===== config.mk =====
export PLATFORM = sky130hd
export DESIGN_NAME = sys_cfg_axil_bridge_flat
export DESIGN_NICKNAME = d
export VERILOG_FILES = /design/src/rtl/sys_cfg_axil_bridge_if.sv /design/src/rtl/sys_cfg_axil_bridge.sv /design/src/flat_wrapper.sv
export SDC_FILE = /design/constraint.sdc
export NUM_CORES = 1
export LEC_CHECK = 0
export ABC_AREA = 1
export CORE_MARGIN = 2
export CORE_UTILIZATION = 35
export CTS_CLUSTER_SIZE = 30
export DETAILED_ROUTE_END_ITERATION = 16
export MAX_ROUTING_LAYER = met4
export PLACE_DENSITY = 0.73
export SYNTH_ARGS = -nofsm -noshare
export SYNTH_HDL_FRONTEND = slang
export SYNTH_SLANG_ARGS = --single-unit

===== constraint.sdc =====
create_clock -name clk -period 3.25 [get_ports clk]
set_input_delay 0.65 -clock clk [delete_from_list [all_inputs] [get_ports clk]]
set_output_delay 0.65 -clock clk [all_outputs]
set_load 0.01 [all_outputs]

===== src/rtl/sys_cfg_axil_bridge_if.sv =====
// AXI4-Lite channel bundle between an AXI master and the cfg-path bridge.
// The master modport is the interconnect side; the slave modport is the bridge side.
interface sys_cfg_axil_bridge_if #(
  parameter int ADDR_WIDTH = 32,
  parameter int DATA_WIDTH = 32,
  parameter int BYTE_NUM   = 4
);
  logic [ADDR_WIDTH-1:0] awaddr;
  logic                  awvalid;
  logic                  awready;
  logic [DATA_WIDTH-1:0] wdata;
  logic [BYTE_NUM-1:0]   wstrb;
  logic                  wvalid;
  logic                  wready;
  logic [1:0]            bresp;
  logic                  bvalid;
  logic                  bready;
  logic [ADDR_WIDTH-1:0] araddr;
  logic                  arvalid;
  logic                  arready;
  logic [DATA_WIDTH-1:0] rdata;
  logic [1:0]            rresp;
  logic                  rvalid;
  logic                  rready;

  modport master (
    output awaddr, awvalid, wdata, wstrb, wvalid, bready, araddr, arvalid, rready,
    input  awready, wready, bresp, bvalid, arready, rdata, rresp, rvalid
  );

  modport slave (
    input  awaddr, awvalid, wdata, wstrb, wvalid, bready, araddr, arvalid, rready,
    output awready, wready, bresp, bvalid, arready, rdata, rresp, rvalid
  );
endinterface


===== src/rtl/sys_cfg_axil_bridge.sv =====
// AXI4-Lite slave to BRAM-style port bridge for the system cfg register block.
// Optional macro CFG_AXIL_DECERR_EN: out-of-range addresses skip the BRAM and answer DECERR.
module sys_cfg_axil_bridge #(
  parameter int ADDR_WIDTH = 32,
  parameter int DATA_WIDTH = 32,
  parameter int BYTE_NUM   = 4,
  parameter int REG_NUM    = 4
) (
  input  logic                  clk,
  input  logic                  rstn,
  sys_cfg_axil_bridge_if.slave  s_axi,
  output logic                  bram_en,
  output logic [BYTE_NUM-1:0]   bram_we,
  output logic [ADDR_WIDTH-1:0] bram_addr,
  output logic [DATA_WIDTH-1:0] bram_din,
  input  logic [DATA_WIDTH-1:0] bram_dout
);

  localparam logic [1:0] RESP_OKAY   = 2'b00;
  localparam logic [1:0] RESP_DECERR = 2'b11;
  localparam logic [ADDR_WIDTH-1:0] REG_BYTES = ADDR_WIDTH'(REG_NUM * BYTE_NUM);

`ifdef CFG_AXIL_DECERR_EN
  localparam bit DECERR_EN = 1'b1;
`else
  localparam bit DECERR_EN = 1'b0;
`endif

  typedef enum logic [2:0] {IDLE, WR, WRESP, RD, RWAIT, RRESP} state_t;

  state_t                state;
  state_t                state_next;
  logic                  last_read;
  logic                  dec_err;
  logic [BYTE_NUM-1:0]   wstrb_q;
  logic [DATA_WIDTH-1:0] rdata_q;
  logic [1:0]            bresp_q;
  logic [1:0]            rresp_q;
  logic                  wr_cand;
  logic                  rd_cand;
  logic                  grant_wr;
  logic                  grant_rd;
  logic [ADDR_WIDTH-1:0] grant_addr;

  // A write needs AW and W together; on a tie the type not served last wins.
  always_comb begin
    wr_cand    = s_axi.awvalid && s_axi.wvalid;
    rd_cand    = s_axi.arvalid;
    grant_wr   = rstn && wr_cand && (!rd_cand || last_read);
    grant_rd   = rstn && rd_cand && (!wr_cand || !last_read);
    grant_addr = grant_wr ? s_axi.awaddr : s_axi.araddr;
  end

  always_ff @(posedge clk) begin
    if (!rstn) begin
      state <= IDLE;
    end else begin
      state <= state_next;
    end
  end

  always_comb begin
    state_next    = state;
    s_axi.awready = 1'b0;
    s_axi.wready  = 1'b0;
    s_axi.arready = 1'b0;
    s_axi.bvalid  = 1'b0;
    s_axi.rvalid  = 1'b0;
    bram_en       = 1'b0;
    bram_we       = '0;
    case (state)
      IDLE: begin
        if (grant_wr) begin
          s_axi.awready = 1'b1;
          s_axi.wready  = 1'b1;
          state_next    = WR;
        end else if (grant_rd) begin
          s_axi.arready = 1'b1;
          state_next    = RD;
        end
      end
      WR: begin
        if (!dec_err) begin
          bram_en = 1'b1;
          bram_we = wstrb_q;
        end
        state_next = WRESP;
      end
      WRESP: begin
        s_axi.bvalid = 1'b1;
        if (s_axi.bready) state_next = IDLE;
      end
      RD: begin
        bram_en    = !dec_err;
        state_next = RWAIT;
      end
      RWAIT: state_next = RRESP;
      RRESP: begin
        s_axi.rvalid = 1'b1;
        if (s_axi.rready) state_next = IDLE;
      end
      default: state_next = IDLE;
    endcase
  end

  // Request fields are captured once at grant; BRAM read data lands during RWAIT.
  always_ff @(posedge clk) begin
    if (!rstn) begin
      last_read <= 1'b1;
      dec_err   <= 1'b0;
      bram_addr <= '0;
      bram_din  <= '0;
      wstrb_q   <= '0;
      rdata_q   <= '0;
      bresp_q   <= RESP_OKAY;
      rresp_q   <= RESP_OKAY;
    end else begin
      if (state == IDLE && (grant_wr || grant_rd)) begin
        last_read <= grant_rd;
        bram_addr <= {grant_addr[ADDR_WIDTH-1:2], 2'b00};
        dec_err   <= DECERR_EN && (grant_addr >= REG_BYTES);
      end
      if (state == IDLE && grant_wr) begin
        bram_din <= s_axi.wdata;
        wstrb_q  <= s_axi.wstrb;
      end
      if (state == WR) begin
        bresp_q <= dec_err ? RESP_DECERR : RESP_OKAY;
      end
      if (state == RWAIT) begin
        rdata_q <= dec_err ? '0 : bram_dout;
        rresp_q <= dec_err ? RESP_DECERR : RESP_OKAY;
      end
    end
  end

  assign s_axi.bresp = bresp_q;
  assign s_axi.rresp = rresp_q;
  assign s_axi.rdata = rdata_q;

endmodule


===== src/flat_wrapper.sv =====
// flat-port wrapper written by rule: the top's interface ports become plain ports
module sys_cfg_axil_bridge_flat 
#(
  parameter int ADDR_WIDTH = 32,
  parameter int DATA_WIDTH = 32,
  parameter int BYTE_NUM   = 4,
  parameter int REG_NUM    = 4
)
  (clk, rstn, bram_en, bram_we, bram_addr, bram_din, bram_dout, s_axi_awaddr, s_axi_awvalid, s_axi_wdata, s_axi_wstrb, s_axi_wvalid, s_axi_bready, s_axi_araddr, s_axi_arvalid, s_axi_rready, s_axi_awready, s_axi_wready, s_axi_bresp, s_axi_bvalid, s_axi_arready, s_axi_rdata, s_axi_rresp, s_axi_rvalid);
  sys_cfg_axil_bridge_if #(.ADDR_WIDTH(ADDR_WIDTH), .DATA_WIDTH(DATA_WIDTH), .BYTE_NUM(BYTE_NUM)) s_axi_i ();
  input  logic clk;
  input  logic rstn;
  output logic bram_en;
  output logic [BYTE_NUM-1:0] bram_we;
  output logic [ADDR_WIDTH-1:0] bram_addr;
  output logic [DATA_WIDTH-1:0] bram_din;
  input  logic [DATA_WIDTH-1:0] bram_dout;
  input wire logic [$bits(s_axi_i.awaddr)-1:0] s_axi_awaddr;
  input wire logic [$bits(s_axi_i.awvalid)-1:0] s_axi_awvalid;
  input wire logic [$bits(s_axi_i.wdata)-1:0] s_axi_wdata;
  input wire logic [$bits(s_axi_i.wstrb)-1:0] s_axi_wstrb;
  input wire logic [$bits(s_axi_i.wvalid)-1:0] s_axi_wvalid;
  input wire logic [$bits(s_axi_i.bready)-1:0] s_axi_bready;
  input wire logic [$bits(s_axi_i.araddr)-1:0] s_axi_araddr;
  input wire logic [$bits(s_axi_i.arvalid)-1:0] s_axi_arvalid;
  input wire logic [$bits(s_axi_i.rready)-1:0] s_axi_rready;
  output wire logic [$bits(s_axi_i.awready)-1:0] s_axi_awready;
  output wire logic [$bits(s_axi_i.wready)-1:0] s_axi_wready;
  output wire logic [$bits(s_axi_i.bresp)-1:0] s_axi_bresp;
  output wire logic [$bits(s_axi_i.bvalid)-1:0] s_axi_bvalid;
  output wire logic [$bits(s_axi_i.arready)-1:0] s_axi_arready;
  output wire logic [$bits(s_axi_i.rdata)-1:0] s_axi_rdata;
  output wire logic [$bits(s_axi_i.rresp)-1:0] s_axi_rresp;
  output wire logic [$bits(s_axi_i.rvalid)-1:0] s_axi_rvalid;
  assign s_axi_i.awaddr = s_axi_awaddr;
  assign s_axi_i.awvalid = s_axi_awvalid;
  assign s_axi_i.wdata = s_axi_wdata;
  assign s_axi_i.wstrb = s_axi_wstrb;
  assign s_axi_i.wvalid = s_axi_wvalid;
  assign s_axi_i.bready = s_axi_bready;
  assign s_axi_i.araddr = s_axi_araddr;
  assign s_axi_i.arvalid = s_axi_arvalid;
  assign s_axi_i.rready = s_axi_rready;
  assign s_axi_awready = s_axi_i.awready;
  assign s_axi_wready = s_axi_i.wready;
  assign s_axi_bresp = s_axi_i.bresp;
  assign s_axi_bvalid = s_axi_i.bvalid;
  assign s_axi_arready = s_axi_i.arready;
  assign s_axi_rdata = s_axi_i.rdata;
  assign s_axi_rresp = s_axi_i.rresp;
  assign s_axi_rvalid = s_axi_i.rvalid;
  sys_cfg_axil_bridge #(.ADDR_WIDTH(ADDR_WIDTH), .DATA_WIDTH(DATA_WIDTH), .BYTE_NUM(BYTE_NUM), .REG_NUM(REG_NUM)) u_core (.clk(clk), .rstn(rstn), .s_axi(s_axi_i), .bram_en(bram_en), .bram_we(bram_we), .bram_addr(bram_addr), .bram_din(bram_din), .bram_dout(bram_dout));
endmodule

==> results.md, run 1 <==
* Status: completed
* CP bufs+invs at 2
* CTS Sinks at 102
* Asr flop ratio synth at 0%
* Clock buffer depth at 2
* Final clock skew at 0.00645 ns
* Global-route wire length before repair at 20.4 mm
* Worst Hold Class: register to register
* Reg2Reg Depth at 6
* Synth top cells by count: nor2_1, nand2_1, dfxtp_1
* Height of the die at 116 µm
* Post-synth EDFFs at 0
* Crit path max-delay family: buffers and inverters
* Nets@finish at 998
* Crit path kind: primary input to output pin
* Yosys warns at 0
* Final design utilization at 58.7%
* Setup_tns at 0 ns
* Top sig layer: met4
* Leak at 3.09 nW
* Post-synthesis sequential area ratio at 46.9%
* WL met2 at 5.91 mm
* Hold_buf cts at 0
* DP HPWL at 9.06 mm
* CTS buffer count at 9
* Root Driver: clkbuf_16
* Wire length per cell at 12.6 µm
* Initial Util at 36.1%
* Netlist cell types at 20
* Post-cts sizing count at 0
* Measured slew at the worst slew-check pin at 1.06 ns
* CP startpoint: s_axi_wvalid
* CP cell instances: clkdlybuf4s50_1, nand2_1, nor2_4, nand2_4, nor2_8, clkdlybuf4s50_1
* Total number of vias at 4,531
* Final WL at 13.0 mm
* Die width at 116 µm
* Largest net degree at the start of global routing at 100
* WL met3 at 1.05 mm
* Iter 0 DRT Violations at 223
* Worst-skew pair later-pin latency at 0.34 ns
* WP depth at 6
* CTS tree: built
* Fmax at 363 MHz
* DRT Pass-1 Iters at 4
* Row cnt at 40
* Mean post-synth cell area at 6.78 µm²
* Most frequent cell after synthesis: nor2_1
* Power density cells at 571 nW/µm²
* Layout cells sized above 1 at 3.59%
* Seq cells post-synth at 102
* Hold Path Depth at 2
* Initial antenna violation count at 0
* I/O Pins at 249
* Number of global-route vias before repair at 4,232
* Synth area leader: dfxtp_1
* Final hold violations at 0
* Core area at 12,100 µm²
* Final slew viol count at 0
* Startpoint type of the worst setup path: primary input
* R2R Setup Slk at 1.33 ns
* DRC violations left at 0
* Placer congestion estimate at 0.744
* Placed Instances at 1,016
* Top-area cell type share of the netlist area at 46.9%
* Fin cells at 1,031
* PnR Total Power at 4.04 mW
* Arr. time, crit path at 2.11 ns
* Wire length on met1 at 5.70 mm
* Final setup vio count at 0
* Full die area at 13,400 µm²
* Layout area overhead at 62.5%
* Most common flop cell mapped by yosys: dfxtp_1
* Antenna cells at 0
* Max-cap viol count at 0
* Worst stage delay on the critical path at 0.56 ns
* Worst-path clk slew at 0.07 ns
* Worst setup EP type: output pin
* Total GRT Usage at 19.9%
* Worst path required time at 2.60 ns
* Post-layout min period at 2.76 ns
* Via/cell ratio at 4.39
* IO buf count at 238
* RSZ-0062 raised after global routing: no
* Top cells by area, synth: dfxtp_1, nor2_1, nand2_1
* Max VDD drop at 0.000289 V
* Setup bufs post-CTS at 0
* CP max-delay cell: clkdlybuf4s50_1
* Worst R2R End: u_core.state[2]$_SDFFE_PN0P_
* Period utilization at 84.8%
* R2r startpoint: u_core.state[1]$_SDFFE_PN0P_
* Critical Path Sink: s_axi_wready
* Worst-path maximum fanout at 4
* Total number of H-tree levels at 3
* Crit path top cell by count: clkdlybuf4s50_1
* Overflow after GRT at 0
* Slew HR at 29.0%
* Synth Instances at 643
* DRT antenna net count at 0
* Synth Cell Area at 4360 µm²
[state kept, by name (all words and copies together) (netlist names)]
register,flops
u_core.bram_din,32
u_core.bram_addr,30
u_core.last_read,1
u_core.s_axi.rdata,32
u_core.state,3
u_core.wstrb_q,4
[power by group]
part	total (mW)	internal, mW	leakage [nW]	switching, mW
logic	1.32	0.666	2.11	0.652
registers	1.55	1.45	0.831	0.0966
clock network	1.18	0.714	0.155	0.462
total	4.04	2.83	3.09	1.21
[cells by family (layout without fill, tap and decap cells)]
kind of cell / after synthesis / after routing / share of synthesized area (%)
AND/OR/NAND/NOR: 373 / 373 / 34.3
flip-flops: 102 / 102 / 46.9
buffers and inverters: 91 / 306 / 9.99
AO/OA/AOI/OAI: 76 / 76 / 8.73
other: 1 / 6 / 0.0861
[how the worst min path moves through the flow]
stage / start / endpoint / slack, ns
after floorplan: u_core.wstrb_q[0]$_SDFFE_PN0P_ / u_core.wstrb_q[0]$_SDFFE_PN0P_ / 0.43
after global placement: u_core.wstrb_q[0]$_SDFFE_PN0P_ / u_core.wstrb_q[0]$_SDFFE_PN0P_ / 0.44
after detailed placement: u_core.wstrb_q[0]$_SDFFE_PN0P_ / u_core.wstrb_q[0]$_SDFFE_PN0P_ / 0.45
after CTS: u_core.wstrb_q[0]$_SDFFE_PN0P_ / u_core.wstrb_q[0]$_SDFFE_PN0P_ / 0.46
after global routing: u_core.wstrb_q[0]$_SDFFE_PN0P_ / u_core.wstrb_q[0]$_SDFFE_PN0P_ / 0.49
final: u_core.wstrb_q[0]$_SDFFE_PN0P_ / u_core.wstrb_q[0]$_SDFFE_PN0P_ / 0.46
[worst min-delay path, cell delays in order (launching register included)]
cell and delay (ns):
dfxtp_1 0.30, inv_1 0.06, a21oi_1 0.05
[per-stage QoR]
stage	area (µm²)	hold slack (ns)	worst slack (ns)
after global placement	6760	0.441	0.503
after detailed placement	6760	0.447	0.498
after CTS	7080	0.457	0.490
after global routing	7080	0.488	0.449
final	7080	0.455	0.493
after floorplan	4380	0.431	1.18
[layout make-up]
cell class,instances,area (µm²)
multi-input cells,455,1900
inverters,45,169
clock inverters,3,67.6
clock buffers,12,256
fillers,1206,4980
repair buffers,246,2440
well taps,168,210
flip-flops and latches,102,2040
[routing by layer]
metal  vias to the layer above  track usage, %
met5                         -               -
met4                         0            9.00
met3                        25            5.18
met2                       153            31.9
met1                      1965            23.6
li1                       2388               -
[cell usage in the layout, fill, tap and decap left out]
| master | count |
|---|---|
| nand2_2 | 1 |
| nor2_8 | 1 |
| clkdlybuf4s50_1 | 237 |
| clkinvlp_4 | 1 |
| nor2_2 | 1 |
| o21ai_0 | 50 |
| a21oi_1 | 7 |
| nor2_4 | 3 |
| nand2_4 | 1 |
| nand2_1 | 131 |
| dfxtp_1 | 102 |
| inv_1 | 44 |
| o21ai_1 | 19 |
| nor2_1 | 199 |
| clkbuf_8 | 2 |
| inv_2 | 1 |
| bufinv_16 | 2 |
| conb_1 | 6 |
| nand3_1 | 36 |
| clkbuf_16 | 9 |
| clkbuf_1 | 1 |
| buf_2 | 1 |
| buf_4 | 8 |
Note: power is estimated with default switching activity, not from simulation.
==> run 2, diff against run 1 <==
==> constraint.sdc (replaced) <==
create_clock -name clk -period 2.6 [get_ports clk]
set_input_delay 0.52 -clock clk [delete_from_list [all_inputs] [get_ports clk]]
set_output_delay 0.52 -clock clk [all_outputs]
set_load 0.01 [all_outputs]
==> run 2 against run 1 <==
Effect of this change: clock-buffer cell count is 2 lower; final cell count increased by 0.29%; global-route usage down 0.64 points; critical path type unchanged; die area unchanged; combinational power is 27% higher; worst hold slack worse by 0.00084 ns; register-to-register slack worse by 0.51 ns.
==> results.md, run 2 (synthesis gave the netlist of run 1 again) <==
* Worst Hold Class: register to register
* Met1 usage in global routing at 23.9%
* Final slew viol count at 0
* Die width at 116 µm
* Final WL at 12.8 mm
* Placer congestion estimate at 0.743
* Worst-path clk slew at 0.08 ns
* R2R Setup Slk at 0.82 ns
* Global-route wire length before repair at 19.6 mm
* Worst-skew pair later-pin latency at 0.35 ns
* Slew HR at 54.7%
* R2r startpoint: u_core.state[1]$_SDFFE_PN0P_
* Measured slew at the worst slew-check pin at 0.679 ns
* Worst path required time at 2.08 ns
* Status: completed
* RSZ-0062 raised after global routing: no
* Number of global-route vias before repair at 4,029
* Largest net degree at the start of global routing at 74
* Reg2Reg Depth at 9
* Wire length per cell at 12.4 µm
* DP HPWL at 8.96 mm
* Total GRT Usage at 19.3%
* Met3 GRT Util at 4.76%
* Total number of vias at 4,499
* I/O Pins at 249
* CP max-delay cell: clkdlybuf4s50_1
* CTS buffer count at 9
* Nets@finish at 1,000
* Crit path kind: primary input to output pin
* Arr. time, crit path at 1.93 ns
* Worst setup EP type: output pin
* Worst-path maximum fanout at 3
* Row cnt at 40
* Hold Path Depth at 2
* Commonest cells after routing, fill and taps aside: clkdlybuf4s50_1, nor2_1, nand2_1, dfxtp_1, o21ai_0
* Hold_buf cts at 0
* Core area at 12,100 µm²
* Post-layout min period at 2.45 ns
* Root Driver: clkbuf_16
* Clock buffer depth at 2
* Setup_tns at 0 ns
* Setup bufs post-CTS at 0
* DRT Pass-1 Iters at 4
* Overflow after GRT at 0
* Leak at 3.11 nW
* Final clock skew at 0.00979 ns
* Final setup vio count at 0
* DRC violations left at 0
* Power density cells at 703 nW/µm²
* Height of the die at 116 µm
* IO buf count at 238
* CTS Sinks at 102
* Hold wc startpoint: u_core.wstrb_q[1]$_SDFFE_PN0P_
* Commonest non-fill, non-tap cell in the layout: clkdlybuf4s50_1
* Full die area at 13,400 µm²
* Global-route met2 utilization at 30.5%
* Worst stage delay on the critical path at 0.55 ns
* Final hold violations at 0
* Antenna cells at 0
* Min-Delay Endpoint: u_core.wstrb_q[1]$_SDFFE_PN0P_
* DRT antenna net count at 0
* Max-cap viol count at 0
* Initial Util at 36.1%
* Max VDD drop at 0.000408 V
* Layout area overhead at 63.1%
* Initial antenna violation count at 0
* Fmax at 407 MHz
* Startpoint type of the worst setup path: primary input
* Total number of H-tree levels at 3
* Iter 0 DRT Violations at 222
* Period utilization at 94.4%
* Via/cell ratio at 4.35
* CP cell instances: clkdlybuf4s50_1, nand2_1, nor2_4, nand2_4, nor2_8, clkdlybuf4s50_1
* WHS at 0.454 ns
* Layout cells sized above 1 at 4.04%
* Worst R2R End: u_core.bram_addr[31]$_SDFFE_PN0P_
* CTS tree: built
* GRT busiest layer: met2
* Post-cts sizing count at 0
* Crit path top cell by count: clkdlybuf4s50_1
-- run 2: changes by cell type in the layout (fill, tap and decap cells not counted) --
| cell | delta |
|---|---|
| inv_8 | +1 |
| bufinv_16 | -1 |
| buf_12 | +2 |
| clkbuf_8 | -1 |
| clkinvlp_4 | +1 |
| clkinv_4 | +1 |
| clkbuf_1 | -1 |
| clkinv_2 | +1 |
-- run 2: critical path: cells and delay by family --
kind | cells | cell delay [ns]
buffers and inverters | 2 | 1.03
AND/OR/NAND/NOR | 4 | 0.39
-- run 2: cell type report --
class                           instances  area, µm²
Fill cell                            1144       4950
Clock inverter                          6       70.1
Timing Repair Buffer                  248       2480
Multi-Input combinational cell        455       1900
Clock buffer                           10        239
Inverter                               45        169
Tap cell                              168        210
Sequential cell                       102       2040
-- run 2: worst max-delay path by stage --
stage,from,end,cells after the start
after floorplan,s_axi_awvalid,s_axi_wready,6
after global placement,s_axi_arvalid,s_axi_arready,6
after detailed placement,s_axi_awvalid,s_axi_awready,6
after CTS,s_axi_awvalid,s_axi_awready,6
after global routing,u_core.state[0]$_SDFFE_PN0P_,bram_we[3],5
final,s_axi_awvalid,s_axi_awready,6
-- run 2: metal layers --
layer  wire length (µm)  vias up
li1                   -     2393
met5                  0        -
met1               5760     1932
met4                228        0
met2               5840      157
met3                972       17
-- run 2: where the power goes --
group	internal, mW	total (mW)	switching (mW)
Clock	0.780	1.39	0.613
Combinational	0.848	1.67	0.819
Sequential	1.81	1.93	0.122
Total	3.44	4.99	1.55
-- run 2: per-stage QoR --
step	std cells	total power [mW]	setup WS, ns	utilization [%]	area (µm²)
3_5_place_dp	1018	3.65	0.144	56.4	6800
6_report	1034	4.99	0.146	58.9	7110
5_1_grt	1034	5.31	0.0799	58.9	7110
4_1_cts	1034	5.06	0.138	58.9	7110
2_1_floorplan	648	2.84	0.792	-	4380
3_3_place_gp	1018	3.63	0.146	56.4	6800
